**config.mk**
```make
export PLATFORM = sky130hd
export DESIGN_NAME = envelope_generator
export DESIGN_NICKNAME = d
export VERILOG_FILES = /design/src/rtl/envelope_generator.sv
export SDC_FILE = /design/constraint.sdc
export NUM_CORES = 1
export LEC_CHECK = 0
export BUFFER_PORTS_ARGS = -buffer_cell sky130_fd_sc_hd__buf_2
export CAP_MARGIN = 20
export CORE_MARGIN = 5
export CORE_UTILIZATION = 55
export CTS_CLUSTER_SIZE = 8
export DETAILED_ROUTE_END_ITERATION = 16
export GPL_TIMING_DRIVEN = 0
export PLACE_DENSITY = 0.78
export SLEW_MARGIN = 20
export SYNTH_ARGS = -nofsm -noshare
export SYNTH_HDL_FRONTEND = slang
export SYNTH_SLANG_ARGS = --single-unit
```
**constraint.sdc**
```tcl
create_clock -name i_clk -period 4.6 [get_ports i_clk]
set_clock_uncertainty 0.2 [all_clocks]
set_input_delay 1.15 -clock i_clk [delete_from_list [all_inputs] [get_ports i_clk]]
set_output_delay 1.15 -clock i_clk [all_outputs]
set_load 0.03 [all_outputs]
```
**src/rtl/envelope_generator.sv**
```systemverilog
// Per-channel ADSR envelope: steps level on frame ticks, and scales the raw
// waveform sample by the current level with one cycle of latency.
module envelope_generator (
  input  logic       i_clk,
  input  logic       i_rst,
  input  logic       i_tick_stb,
  input  logic       i_load,
  input  logic       i_release,
  input  logic [7:0] i_attack_rate,
  input  logic [7:0] i_decay_rate,
  input  logic [7:0] i_sustain_level,
  input  logic [7:0] i_release_rate,
  input  logic [8:0] i_sample,
  input  logic       i_sample_valid,
  output logic [7:0] o_level,
  output logic [2:0] o_state,
  output logic       o_active,
  output logic [8:0] o_sample,
  output logic       o_sample_valid
);

  localparam int unsigned LW  = 8;
  localparam int unsigned SW  = 9;
  localparam int unsigned PW  = 18;
  localparam int unsigned STW = 3;

  localparam logic [STW-1:0] ST_IDLE    = 3'd0;
  localparam logic [STW-1:0] ST_ATTACK  = 3'd1;
  localparam logic [STW-1:0] ST_DECAY   = 3'd2;
  localparam logic [STW-1:0] ST_SUSTAIN = 3'd3;
  localparam logic [STW-1:0] ST_RELEASE = 3'd4;

  localparam logic [LW-1:0] LVL_MAX = '1;

  logic [STW-1:0] state_q, state_d;
  logic [LW-1:0]  level_q, level_d;
  logic [LW-1:0]  atk_q, atk_d;
  logic [LW-1:0]  dcy_q, dcy_d;
  logic [LW-1:0]  sus_q, sus_d;
  logic [LW-1:0]  rel_q, rel_d;
  logic           active_q, active_d;
  logic [SW-1:0]  sample_q, sample_d;
  logic           sval_q, sval_d;

  logic [LW:0]          att_sum_c;
  logic [LW-1:0]        dec_sub_c;
  logic [LW-1:0]        rel_sub_c;
  logic signed [PW-1:0] product_c;

  // Saturating arithmetic helpers; subtractions clamp at zero instead of wrapping.
  assign att_sum_c = {1'b0, level_q} + {1'b0, atk_q};
  assign dec_sub_c = (level_q > dcy_q) ? level_q - dcy_q : '0;
  assign rel_sub_c = (level_q > rel_q) ? level_q - rel_q : '0;
  assign product_c = PW'($signed(i_sample)) * PW'($signed({1'b0, level_q}));

  always_ff @(posedge i_clk or posedge i_rst) begin
    if (i_rst) begin
      state_q  <= ST_IDLE;
      level_q  <= '0;
      atk_q    <= '0;
      dcy_q    <= '0;
      sus_q    <= '0;
      rel_q    <= '0;
      active_q <= 1'b0;
      sample_q <= '0;
      sval_q   <= 1'b0;
    end else begin
      state_q  <= state_d;
      level_q  <= level_d;
      atk_q    <= atk_d;
      dcy_q    <= dcy_d;
      sus_q    <= sus_d;
      rel_q    <= rel_d;
      active_q <= active_d;
      sample_q <= sample_d;
      sval_q   <= sval_d;
    end
  end

  // Strobe priority: load, then release (only from a sounding phase), then tick.
  always_comb begin
    state_d  = state_q;
    level_d  = level_q;
    atk_d    = atk_q;
    dcy_d    = dcy_q;
    sus_d    = sus_q;
    rel_d    = rel_q;
    sample_d = sample_q;
    sval_d   = i_sample_valid;

    if (i_sample_valid) begin
      sample_d = product_c[16:8];
    end

    if (i_load) begin
      atk_d   = i_attack_rate;
      dcy_d   = i_decay_rate;
      sus_d   = i_sustain_level;
      rel_d   = i_release_rate;
      state_d = ST_ATTACK;
    end else if (i_release && (state_q == ST_ATTACK || state_q == ST_DECAY ||
                               state_q == ST_SUSTAIN)) begin
      state_d = ST_RELEASE;
    end else if (i_tick_stb) begin
      case (state_q)
        ST_ATTACK: begin
          if (atk_q == '0 || att_sum_c[LW]) level_d = LVL_MAX;
          else                              level_d = att_sum_c[LW-1:0];
          if (level_d == LVL_MAX) state_d = ST_DECAY;
        end
        ST_DECAY: begin
          // A level already below sustain is pulled up to it.
          if (dcy_q == '0 || dec_sub_c <= sus_q) level_d = sus_q;
          else                                   level_d = dec_sub_c;
          if (level_d == sus_q) state_d = ST_SUSTAIN;
        end
        ST_RELEASE: begin
          if (rel_q == '0) level_d = '0;
          else             level_d = rel_sub_c;
          if (level_d == '0) state_d = ST_IDLE;
        end
        default: ;
      endcase
    end

    active_d = (state_d != ST_IDLE);
  end

  assign o_level        = level_q;
  assign o_state        = state_q;
  assign o_active       = active_q;
  assign o_sample       = sample_q;
  assign o_sample_valid = sval_q;

endmodule
```
==> out/metrics.yaml <==
synth_cells: 704
status: "complete, but fails checks"
cts_max_path_buffers: 2
cts_tree: "done"
synthTopCellsByArea: "dfrtp_1 (21%), fa_1 (19%), ha_1 (12%), inv_1 (6.5%), and2_1 (4.1%)"
drv_slew: 0
crit_fanout: 8
grt_pass1_wl_mm: 26.8
syn_area_per_cell_sq_um: 9.07
critPathKind: "input port to flip-flop"
core_area_sq_um: 11400
yosysTopAreaCellShare_pct: 21.2
synth_top_cell_by_area: "dfrtp_1"
place_congestion: 0.866
die-area_sq_um: 13900
hold_violations: 0
drc_errors: 0
grt_pass1_vias: 5660
ios: 69
cts-htree-levels: 2
synth_edf_count: 0
startpoint_type: "input port"
io_buffer_count: 68
ys_seq_area_share_pct: 21.2
cts_sinks: 54
hp-class: "flip-flop to flip-flop"
grt_overflow: 0
fillers: 936
stdcell_count: 936
antenna_found_initial: 0
yosysUniqueCellTypes: 65
area_delta_synth_final_pct: 18.6
slew-limit-headroom_pct: 44.1
syn-cell-area_sq_um: 6390
ant_nets: 0
wire_per_inst_um: 16.8
synthArstFlopShare_pct: 100
multi_input_area_sq_um: 4880
vias: 5266
finalSetupViolCount: 8
reg2reg_depth: 16
nNetsFinal: 961
seq_area_sq_um: 1350
drive_above_1_share_pct: 23.0
finalCritPeriodShare_pct: 107
totalWireLength_mm: 15.7
endpoint_kind: "flip-flop"
drt_iter0_drc: 256
synthFlopType: "dfrtp_1"
yosysMostFrequentCell: "inv_1"
ys_ff_latch: 54
crit_required_ns: 4.59
postLayoutSetupSlackWorst_ns: -0.333
rows: 39
cts.reportedPaths.clkPinSlew_ns: 0.07
placed_cells: 915
violations: "setup timing"
numCtsBuffers: 5
grt_usage_pct: 23.2
ys_warn_count: 0
dr.pass1.iters: 5
synth_common_cells: "inv_1 (111), ha_1 (61), fa_1 (60), nand2_1 (59), dfrtp_1 (54)"
hold_path_depth: 1
hpwl_mm: 12.5
fmax_mhz: 203
worstMarginPinSlew_ns: 0.837
vias_per_cell: 5.63
diodes: 0
synth_fp_nets: 872
dieWidth_um: 118
die_h_um: 118
insertion_delay_ns: 0.30
initial_core_util_pct: 56.0
cts_hold_buf: 0
rsz0062_at_grt: "true"
grt_max_degree: 55
cts-root-buf: "clkbuf_16"
cp.arrival_ns: 4.92
drv_cap: 0
post-route-min-period_ns: 4.93
[worst max-delay path: stages]
cell and delay [ns]:
buf_12 0.11, and2_4 0.14, fa_2 0.54, fa_1 0.55
inv_2 0.04, fa_1 0.51, inv_2 0.04, fa_1 0.52
ha_4 0.30, and3_4 0.18, nand3_4 0.09, a31oi_4 0.24
nand3_2 0.10, nand2_2 0.07, xnor2_1 0.07, mux2_4 0.26
[layout make-up]
class                      instances  share of cell area (%)
clock inverter                     1                  0.0991
buffer                            18                    1.12
clock buffer                       6                    1.70
tap                              143                    2.36
sequential                        54                    17.9
multi-input combinational        519                    64.4
inverter                         113                    5.63
timing repair buffer              82                    6.82
[flip-flops by register name, indices dropped and copies added (netlist names)]
signal and cells:
o_sample 9, atk_q 8, dcy_q 8, o_level 8, rel_q 8, sus_q 8, o_state 3, o_active 1
o_sample_valid 1
[cells in the final DEF (no fill, tap or decap), types with 4 or more instances in the layout]
master and n:
a211oi_1 7, a21o_1 5, a21oi_1 29, and2_1 38, and2_4 4, buf_2 65
buf_4 14, buf_6 4, clkbuf_1 9, clkbuf_16 5, dfrtp_1 53, fa_1 57
ha_1 52, ha_4 8, inv_1 102, inv_2 10, mux2_2 15, mux2_4 4
mux2i_1 11, nand2_1 49, nand2_2 7, nand2b_1 6, nand3_1 4, nand4_1 7
nor2_1 36, nor2b_1 9, nor4_1 7, o211ai_1 7, o21a_1 11, o21ai_0 36
o22ai_1 4, o31a_1 4, or3_1 6, xnor2_1 20, xor2_1 7
[cells by family (layout without fill, tap and decap cells)]
| family | after synthesis | after routing | share of synthesized area, % |
|---|---|---|---|
| fa+ha+maj | 121 | 121 | 30.7 |
| mux | 30 | 30 | 5.07 |
| compound gates | 137 | 137 | 14.8 |
| flops | 54 | 54 | 21.2 |
| simple gates | 202 | 202 | 16.3 |
| xor+xnor | 29 | 29 | 3.98 |
| buf+inv | 131 | 220 | 7.93 |
[layer usage]
metal | global-route usage (%) | up-vias | share of wire [%]
li1 | - | 2542 | -
met3 | 2.98 | 31 | 3.9
met1 | 29.6 | 2561 | 44
met5 | 0 | - | 0
met4 | 6.59 | 0 | 2.5
met2 | 41.1 | 132 | 50
[final timing paths]
kind                                              start                      end  slack (ns)
worst max-delay path                        i_sample[8]  o_sample[8]$_DFFE_PP0P_       -0.33
worst min-delay path            o_sample[3]$_DFFE_PP0P_  o_sample[3]$_DFFE_PP0P_        0.30
worst max register to register   o_level[2]$_DFFE_PP0P_  o_sample[8]$_DFFE_PP0P_       -0.22
worst min register to register  o_sample[3]$_DFFE_PP0P_  o_sample[3]$_DFFE_PP0P_        0.30
max in group asynchronous                         i_rst   o_level[1]$_DFFE_PP0P_        2.95
min in group asynchronous                         i_rst     atk_q[3]$_DFFE_PP0P_        0.77
[timing repair]
| item | CTS | global route |
|---|---|---|
| gates resized for setup | 28 | 20 |
| setup endpoints to repair | 19 | 19 |
| pin swaps | 19 | 29 |
| setup buffers | 6 | 8 |
| endpoints found under the hold margin | 0 | 0 |
[per-stage QoR]
step | cell area, sq um | TNS (ns) | util, % | setup WS, ns | hold slack [ns]
floorplan | 6610 | -1.39 | - | -0.292 | 0.308
global placement | 7130 | -5.28 | 62.4 | -0.758 | 0.285
detailed placement | 7130 | -6.62 | 62.4 | -0.857 | 0.292
CTS | 7440 | -1.87 | 65.2 | -0.365 | 0.308
global route | 7580 | -4.09 | 66.3 | -0.436 | 0.335
finish | 7580 | -1.86 | 66.3 | -0.333 | 0.303
Power is not shown: default switching activity piles up to over one toggle a cycle in this logic, so the estimate is an artifact.
